===== src/rtl/uart_rx_fifo_pkg.sv =====
// uart_pkg: definitions shared by the UART receive path.
//   PAR_NONE / PAR_ODD / PAR_EVEN : values for the PARITY parameter
//   rx_state_t                    : receiver FSM states
//   calc_div()                    : rounded system-clock cycles per oversample tick
package uart_pkg;

  localparam int PAR_NONE = 0;
  localparam int PAR_ODD  = 1;
  localparam int PAR_EVEN = 2;

  typedef enum logic [2:0] {
    ST_IDLE,
    ST_START,
    ST_DATA,
    ST_PARITY,
    ST_STOP
  } rx_state_t;

  // round(clk_hz / (baud * oversample)) in integer arithmetic
  function automatic int calc_div(input longint clk_hz, input longint baud,
                                  input longint oversample);
    longint den;
    den = baud * oversample;
    return int'((clk_hz + den / 2) / den);
  endfunction

endpackage


===== src/rtl/uart_rx_fifo_sync_fifo.sv =====
// sync_fifo: single-clock FIFO holding WIDTH-bit entries.
//   sys_clk, reset (async, active-low)
//   wr_en/wr_data : write request; accepted when not full, or when full and a
//                   read happens in the same cycle
//   rd_en         : read request; ignored when empty
//   rd_data       : head entry, driven to 0 while empty
//   full, empty, count : occupancy status
module sync_fifo #(
  parameter int WIDTH = 10,
  parameter int DEPTH = 4
) (
  input  logic                   sys_clk,
  input  logic                   reset,
  input  logic                   wr_en,
  input  logic [WIDTH-1:0]       wr_data,
  input  logic                   rd_en,
  output logic [WIDTH-1:0]       rd_data,
  output logic                   full,
  output logic                   empty,
  output logic [$clog2(DEPTH):0] count
);

  localparam int PTR_W = $clog2(DEPTH);
  localparam logic [PTR_W:0] FULL_CNT = (PTR_W + 1)'(DEPTH);

  logic [WIDTH-1:0] mem [DEPTH];
  logic [PTR_W-1:0] wr_ptr;
  logic [PTR_W-1:0] rd_ptr;
  logic             do_wr;
  logic             do_rd;

  assign empty = (count == '0);
  assign full  = (count == FULL_CNT);
  assign do_rd = rd_en && !empty;
  assign do_wr = wr_en && (!full || do_rd);

  assign rd_data = empty ? '0 : mem[rd_ptr];

  always_ff @(posedge sys_clk) begin
    if (do_wr) mem[wr_ptr] <= wr_data;
  end

  // DEPTH is a power of two, so pointers wrap by natural overflow
  always_ff @(posedge sys_clk or negedge reset) begin
    if (!reset) begin
      wr_ptr <= '0;
      rd_ptr <= '0;
      count  <= '0;
    end else begin
      if (do_wr) wr_ptr <= wr_ptr + 1'b1;
      if (do_rd) rd_ptr <= rd_ptr + 1'b1;
      case ({do_wr, do_rd})
        2'b10:   count <= count + 1'b1;
        2'b01:   count <= count - 1'b1;
        default: count <= count;
      endcase
    end
  end

endmodule


===== src/rtl/uart_rx_fifo.sv =====
// uart_rx_fifo: oversampling UART receiver feeding a small receive FIFO.
//   sys_clk, reset (async, active-low)
//   UART_RX        : asynchronous serial input, idles high
//   rx_data        : head-entry data (0 while empty)
//   rx_frame_err   : head-entry flag, a stop bit was sampled low
//   rx_parity_err  : head-entry flag, parity mismatch
//   rx_valid       : FIFO not empty
//   rx_ready       : consumer pops the head entry when rx_valid is high
//   rx_overrun     : one-cycle pulse, a frame was dropped because the FIFO was full
//   rx_count       : FIFO occupancy
module uart_rx_fifo
  import uart_pkg::*;
#(
  parameter int CLK_HZ     = 100_000_000,
  parameter int BAUD       = 9600,
  parameter int OVERSAMPLE = 16,
  parameter int DATA_BITS  = 8,
  parameter int PARITY     = 0,
  parameter int STOP_BITS  = 1,
  parameter int FIFO_DEPTH = 4
) (
  input  logic                        sys_clk,
  input  logic                        reset,
  input  logic                        UART_RX,
  output logic [DATA_BITS-1:0]        rx_data,
  output logic                        rx_frame_err,
  output logic                        rx_parity_err,
  output logic                        rx_valid,
  input  logic                        rx_ready,
  output logic                        rx_overrun,
  output logic [$clog2(FIFO_DEPTH):0] rx_count
);

  localparam int DIV     = calc_div(CLK_HZ, BAUD, OVERSAMPLE);
  localparam int DIV_W   = (DIV > 1) ? $clog2(DIV) : 1;
  localparam int SAMP_W  = $clog2(OVERSAMPLE);
  localparam int ENTRY_W = DATA_BITS + 2;

  localparam logic [DIV_W-1:0]  DIV_LAST  = DIV_W'(DIV - 1);
  localparam logic [SAMP_W-1:0] SAMP_LAST = SAMP_W'(OVERSAMPLE - 1);
  localparam logic [SAMP_W-1:0] SAMP_A    = SAMP_W'(OVERSAMPLE / 2 - 1);
  localparam logic [SAMP_W-1:0] SAMP_B    = SAMP_W'(OVERSAMPLE / 2);
  localparam logic [SAMP_W-1:0] SAMP_C    = SAMP_W'(OVERSAMPLE / 2 + 1);
  localparam logic [3:0]        DATA_LAST = 4'(DATA_BITS - 1);
  localparam logic [3:0]        STOP_LAST = 4'(STOP_BITS - 1);

  logic                 rx_meta;
  logic                 rx_sync;
  logic [1:0]           sync_vld;
  logic                 rx_prev;
  logic                 start_det;
  logic [DIV_W-1:0]     div_cnt;
  logic                 tick;
  logic [SAMP_W-1:0]    samp_cnt;
  logic [SAMP_W-1:0]    samp_nxt;
  logic                 s_a;
  logic                 s_b;
  logic                 vote_tick;
  logic                 vote;
  rx_state_t            state;
  logic [3:0]           bit_cnt;
  logic [DATA_BITS-1:0] data_sr;
  logic                 par_err;
  logic                 frm_err;
  logic                 par_expected;
  logic                 push;
  logic [ENTRY_W-1:0]   push_entry;
  logic [ENTRY_W-1:0]   head;
  logic                 pop;
  logic                 fifo_full;
  logic                 fifo_empty;

  // rx_prev only counts as a real high once the synchroniser has flushed its
  // reset value, so a line that is low at reset release cannot fake a start edge.
  always_ff @(posedge sys_clk or negedge reset) begin
    if (!reset) begin
      rx_meta  <= 1'b1;
      rx_sync  <= 1'b1;
      sync_vld <= 2'b00;
      rx_prev  <= 1'b0;
    end else begin
      rx_meta  <= UART_RX;
      rx_sync  <= rx_meta;
      sync_vld <= {sync_vld[0], 1'b1};
      rx_prev  <= sync_vld[1] & rx_sync;
    end
  end

  assign start_det = (state == ST_IDLE) && rx_prev && !rx_sync;

  always_ff @(posedge sys_clk or negedge reset) begin
    if (!reset)                               div_cnt <= '0;
    else if (start_det || div_cnt == DIV_LAST) div_cnt <= '0;
    else                                      div_cnt <= div_cnt + 1'b1;
  end

  assign tick = (div_cnt == DIV_LAST) && !start_det;

  // The counter value after tick k equals k, so tick k lands k*DIV cycles
  // after the start edge and the middle sample sits on the bit centre.
  assign samp_nxt  = (samp_cnt == SAMP_LAST) ? '0 : samp_cnt + 1'b1;
  assign vote_tick = tick && (samp_nxt == SAMP_C);
  assign vote      = (s_a & s_b) | (s_a & rx_sync) | (s_b & rx_sync);

  always_ff @(posedge sys_clk or negedge reset) begin
    if (!reset) begin
      samp_cnt <= '0;
      s_a      <= 1'b1;
      s_b      <= 1'b1;
    end else if (start_det) begin
      samp_cnt <= '0;
    end else if (tick) begin
      samp_cnt <= samp_nxt;
      if (samp_nxt == SAMP_A) s_a <= rx_sync;
      if (samp_nxt == SAMP_B) s_b <= rx_sync;
    end
  end

  assign par_expected = (PARITY == PAR_ODD) ? ~^data_sr : ^data_sr;

  // Frame FSM; every decision is taken on the third (voting) sample of a bit
  always_ff @(posedge sys_clk or negedge reset) begin
    if (!reset) begin
      state   <= ST_IDLE;
      bit_cnt <= '0;
      data_sr <= '0;
      par_err <= 1'b0;
      frm_err <= 1'b0;
    end else begin
      case (state)
        ST_IDLE: begin
          if (start_det) begin
            state   <= ST_START;
            bit_cnt <= '0;
            par_err <= 1'b0;
            frm_err <= 1'b0;
          end
        end
        ST_START: begin
          if (vote_tick) state <= vote ? ST_IDLE : ST_DATA;
        end
        ST_DATA: begin
          if (vote_tick) begin
            data_sr <= {vote, data_sr[DATA_BITS-1:1]};
            if (bit_cnt == DATA_LAST) begin
              bit_cnt <= '0;
              state   <= (PARITY == PAR_NONE) ? ST_STOP : ST_PARITY;
            end else begin
              bit_cnt <= bit_cnt + 1'b1;
            end
          end
        end
        ST_PARITY: begin
          if (vote_tick) begin
            par_err <= (vote != par_expected);
            state   <= ST_STOP;
          end
        end
        ST_STOP: begin
          if (vote_tick) begin
            if (bit_cnt == STOP_LAST) begin
              state <= ST_IDLE;
            end else begin
              bit_cnt <= bit_cnt + 1'b1;
              frm_err <= frm_err | ~vote;
            end
          end
        end
        default: state <= ST_IDLE;
      endcase
    end
  end

  // The final stop vote is folded in directly so the push happens in that cycle
  assign push       = (state == ST_STOP) && vote_tick && (bit_cnt == STOP_LAST);
  assign push_entry = {data_sr, frm_err | ~vote, par_err};
  assign pop        = rx_valid && rx_ready;

  sync_fifo #(
    .WIDTH (ENTRY_W),
    .DEPTH (FIFO_DEPTH)
  ) u_fifo (
    .sys_clk (sys_clk),
    .reset   (reset),
    .wr_en   (push),
    .wr_data (push_entry),
    .rd_en   (pop),
    .rd_data (head),
    .full    (fifo_full),
    .empty   (fifo_empty),
    .count   (rx_count)
  );

  always_ff @(posedge sys_clk or negedge reset) begin
    if (!reset) rx_overrun <= 1'b0;
    else        rx_overrun <= push && fifo_full && !pop;
  end

  assign rx_valid = !fifo_empty;
  assign {rx_data, rx_frame_err, rx_parity_err} = head;

endmodule


===== config.mk =====
export PLATFORM = sky130hd
export DESIGN_NAME = uart_rx_fifo
export DESIGN_NICKNAME = d
export VERILOG_FILES = /design/src/rtl/uart_rx_fifo_pkg.sv /design/src/rtl/uart_rx_fifo_sync_fifo.sv /design/src/rtl/uart_rx_fifo.sv
export SDC_FILE = /design/constraint.sdc
export NUM_CORES = 1
export LEC_CHECK = 0
export ABC_AREA = 0
export CAP_MARGIN = 15
export CORE_ASPECT_RATIO = 1.25
export CORE_MARGIN = 1
export CORE_UTILIZATION = 50
export DETAILED_ROUTE_END_ITERATION = 10
export PLACE_DENSITY = 0.78
export SETUP_SLACK_MARGIN = 0.1
export SLEW_MARGIN = 40
export SYNTH_ARGS = -nofsm -noshare
export SYNTH_HDL_FRONTEND = slang
export SYNTH_SLANG_ARGS = --single-unit

===== constraint.sdc =====
create_clock -name sys_clk -period 5.5 [get_ports sys_clk]
set_input_delay 1.375 -clock sys_clk [delete_from_list [all_inputs] [get_ports sys_clk]]
set_output_delay 1.375 -clock sys_clk [all_outputs]
set_load 0.05 [all_outputs]

Yosys cells after proc, flatten, opt, wreduce, memory -nomap -nowiden

Memory sizes are Yosys's and may differ from the RTL's.
Index checks and enable logic that the tools add are counted.

Flip-flop bits (word level): 46
Bits in writable memories: 40
Output and inout port bits: 15
Word-level logic and storage cells: 119
Memories: 1

Add/sub/neg operators: 7
Eq/ne operators: 22
Multiplexer cells: 29
Bitwise logic cells: 9
Reduce and logical (&&, ||, !) cells: 34

Memory list:

| name       | depth | width | read ports | clocked after memory_dff | wr ports | RTL line                     | RTL |
|---|---|---|---|---|---|---|---|
| u_fifo.mem | 4     | 10    | 1          | 0                        | 1        | uart_rx_fifo_sync_fifo.sv:26 | `logic [WIDTH-1:0] mem [DEPTH];` |

Operator list:

| kind                    | number |
|---|---|
| $mux W4                 | 8 |
| $mux W3                 | 7 |
| $mux W10                | 2 |
| $ne A2 B2 Y1 const B    | 8 |
| $pmux W3 S5             | 1 |
| $eq A4 B4 Y1 const B    | 3 |
| $pmux W4 S3             | 1 |
| $logic_and A1 B1 Y1     | 11 |
| $add A10 B1 Y10 const B | 1 |
| $eq A10 B10 Y1 const B  | 1 |
| $reduce_and A3 Y1       | 3 |
| $add A4 B1 Y4 const B   | 2 |
| $eq A4 B3 Y1 const B    | 2 |
| $reduce_bool A2 Y1      | 4 |
| $reduce_xor A8 Y1       | 1 |
| $reduce_and A7 Y1       | 1 |
| $eq A3 B2 Y1 const B    | 2 |
| $eq A3 B3 Y1 const B    | 2 |
| $logic_not A3 Y1        | 2 |
| $mux W1                 | 6 |
| $pmux W3 S2             | 1 |
| $logic_not A1 Y1        | 5 |
| $reduce_and A5 Y1       | 1 |
| $add A2 B1 Y2 const B   | 2 |
| 16 further kinds        | 24 |

Longest topological paths before layout

Word-level depth: 11
Mapped depth: 8
Depth with buffers taken out: 8

Hierarchy

A second synthesis with hierarchy kept.

Cells, all modules: 302
Area total of the unflattened synthesis: 4,047.6 um^2

Modules (own cells, without submodules):

| module       | times used | cells an instance | area an instance (um^2) | sequential area each (um^2) |
|---|---|---|---|---|
| uart_rx_fifo | 1          | 200               | 2,104.5                 | 980.9 |
| sync_fifo    | 1          | 102               | 1,943.1                 | 1,376.3 |

Least setup slack after synthesis

No wires, ideal clock.

Path kind: register -> output
From: register u_fifo.count[0]
To: output port rx_data[0]
Arrival: 2,058 ps
Data required time: 4,125 ps
Path slack: 2,067 ps
Cell stages (with the launch flop): 4
Buffers on the path: 1
Cell sequence: dfrtp_1 or3_1 clkbuf_1 and2_1

Word-level cells in the longest chain between the ends: 2

RTL lines:

| item                   | RTL line                     | RTL |
|---|---|---|
| from (decl)            | uart_rx_fifo_sync_fifo.sv:20 | `output logic [$clog2(DEPTH):0] count` |
| from (signal assigned) | uart_rx_fifo_sync_fifo.sv:53 | `2'b10: count <= count + 1'b1;` |
| from (signal assigned) | uart_rx_fifo_sync_fifo.sv:54 | `2'b01: count <= count - 1'b1;` |
| from (signal assigned) | uart_rx_fifo_sync_fifo.sv:55 | `default: count <= count;` |
| $logic_not A3 Y1       | uart_rx_fifo_sync_fifo.sv:32 | `assign empty = (count == '0);` |
| $mux W10               | uart_rx_fifo_sync_fifo.sv:37 | `assign rd_data = empty ? '0 : mem[rd_ptr];` |
| to (decl)              | uart_rx_fifo.sv:25           | `output logic [DATA_BITS-1:0] rx_data,` |

Every way passes these cells.

Final worst setup path

From: register u_fifo.rd_ptr[0]
To: output port rx_data[4]

Word-level cells in the longest chain between the ends: 2

RTL lines:

| item                   | RTL line                     | RTL |
|---|---|---|
| from (decl)            | uart_rx_fifo_sync_fifo.sv:28 | `logic [PTR_W-1:0] rd_ptr;` |
| from (signal assigned) | uart_rx_fifo_sync_fifo.sv:51 | `if (do_rd) rd_ptr <= rd_ptr + 1'b1;` |
| $mem_v2 Z4 W10         | n/a                          |  |
| $mux W10               | uart_rx_fifo_sync_fifo.sv:37 |  |

Every way passes these cells.

==> results.tsv <==
metric	value	unit
ant_nets	0	
synth.area.mux_share	9.75	%
drc	0	
drv_cap	0	
crit_type	reg -> out	
cp_cell_sequence	mux4_2 > and2_1 > clkdlybuf4s50_1	
crit_required	4.12	ns
wl_per_cell	15.4	µm
root_buffer	clkbuf_8	
antenna_found_initial	0	
n_fill_cell	646	
cts_buffer_depth	2	
clkTransAtPathRegs	0.08	ns
yosys-top-cells-area	edfxtp_1 (30%), dfrtp_1 (26%), mux4_2 (5.6%)	
dp_worst_setup_slack	1.85	ns
synth_top_family_by_area	simple AND/OR/NAND/NOR gates	
grt_usage	18.1	%
clock_sinks	86	
cp_max_fo	12	
cts_buffers	9	
ioPinCount	19	
hp-class	reg -> reg	
crit_path_start_kind	flop	
synth_edf_count	40	
viasPerCell	5.54	
area_growth	10.7	%
setup_violations	0	
syn_inst	295	
grt_pass1_wl	10.9	mm
yosys.area.top_type_share	30.0	%
fin_cells	416	
placementRows	36	
fmax	0.250	GHz
cp-end-kind	output pin	
power	1.48	mW
min_period	3.99	ns
seq_area	0.00236	mm²
start_util	51.4	%
p_per_area	335	mW/mm²
io_buffers	18	
whs	0.359	ns
setup_slack	1.51	ns
synth-adder-area-share	4.50	%
dieArea	0.00837	mm²
arrival	2.62	ns
die_w	82.1	µm
async_flop_share	53.5	%
critPathSlowestCell	dfrtp_1	
nNetsFinal	333	
ir_drop	0.000249	V
fin_worst_skew	0.00990	ns
worst_pin_slew	0.723	ns
cts_tree	yes	
ys_seq_area_share	58.9	%
hold_viol_final	0	
dr.pass1.iters	4	
syn_avg_cell_area	13.6	µm²
synth_compound_area_share	5.40	%
tns	0	ns
dp.cells	400	
grt_pass1_vias	2340	
cts_resized	0	
multi_input_area	0.00155	mm²
cts_setup_buffers	0	
synth_area_leader_cell	edfxtp_1	
syn_area	0.00401	mm²
status	complete, no violations	
vias	2306	
drtIter0Drc	75	
cp_num_buf_inv	1	
ys_ff_latch	86	
synthFlopType	dfrtp_1	
yosysWarnings	0	
grt_max_degree	47	
dp_hpwl	4.53	mm
final_area	0.00443	mm²
mostFrequentLayoutCell	dfrtp_1	
core	0.00779	mm²
worst_skew_pair.late_latency	0.36	ns
synth_xor_xnor_area_share	5.03	%
final_util	56.9	%
grt.overflow.total	0	
critPathMaxStageDelay	0.82	ns
cts_hold_buf	0	
synth-simple-area-share	13.8	%
rsz0062_at_grt	no	
mostFrequentLayoutCells	dfrtp_1 (42), edfxtp_1 (40), nor2_1 (19)	
placed_area	0.00425	mm²
routed_wl	6.42	mm
synth_cell_type_count	54	
power_leakage	1.81	nW
drive_gt1_share	17.1	%
synth_fp_nets	312	
die_height	102	µm
antenna_cells	0	
globalplace.congestion	0.864	
drv_slew	0	
max_slew_margin	51.8	%
critical-path-top-delay-family	flip-flops	
cts_htree_levels	3	
fin_crit_sh	72.6	%
-- cells by family (layout without fill, tap and decap cells) --
| logic type | count (synthesis) | after routing |
|---|---|---|
| compound gates | 34 | 34 |
| mux | 25 | 25 |
| simple gates | 90 | 90 |
| fa+ha+maj | 14 | 14 |
| buf+inv | 22 | 48 |
| other cells | 1 | 1 |
| flops | 86 | 86 |
| xor+xnor | 23 | 23 |
-- synthesized netlist by cell type, drive strengths merged (10+ instances only) --
cell type	count
nand2	11
ha	12
nor2	19
inv	14
and2	16
o21ai	11
mux4	10
nand3	10
edfxtp	40
dfrtp	42
xnor2	18
mux2	12
-- cell type report --
cell class              instances  share of cell area, %
clock buffers                   9                   2.80
clock inverters                 7                   1.27
inverters                      14                   1.19
multi-input cells             187                   34.9
flip-flops and latches         86                   53.2
well taps                      95                   2.68
repair buffers                 18                   4.01
-- sequential cells by signal, indices dropped and copies added (netlist names), 2 cells and up --
signal         cells
sync_vld           2
bit_cnt            4
u_fifo.mem        40
u_fifo.rd_ptr      2
samp_cnt           4
div_cnt           10
u_fifo.count       3
data_sr            8
state              3
u_fifo.wr_ptr      2
-- worst register-to-register path, cell delays in order (launching register included) --
cell and delay (ns):
dfrtp_1 0.45, ha_1 0.33, or3b_2 0.46, o21ai_0 0.09, nand4_1 0.21, nor3_4 0.37
and2_1 0.52
-- routing by layer --
| metal | global-route usage [%] | wire length, µm | vias up |
|---|---|---|---|
| met5 | 0 | 0 | - |
| met4 | 10.5 | 171 | 0 |
| met3 | 4.02 | 156 | 11 |
| met2 | 31.1 | 3510 | 32 |
| met1 | 20.3 | 2580 | 1151 |
| li1 | - | - | 1112 |
-- report_power, final --
group          switching [mW]  leakage, nW  internal [mW]  total, mW
sequential             0.0966         1.04          0.715      0.811
clock                   0.229       0.0906          0.169      0.399
combinational           0.145        0.683          0.129      0.274
total                   0.471         1.81           1.01       1.48
-- path summary, 6_finish.rpt --
check,start,endpoint,slack (ns),cells after the start
worst max-delay path,u_fifo.rd_ptr[0],rx_data[4],1.51,3
worst max register to register,samp_cnt[0],u_fifo.mem[2][5],2.71,6
min in group asynchronous,reset,samp_cnt[0],1.01,1
worst min-delay path,rx_meta,rx_sync,0.36,0
max in group asynchronous,reset,u_fifo.rd_ptr[1],4.10,1
worst min register to register,rx_meta,rx_sync,0.36,0
Note: power is estimated with default switching activity, not from simulation.
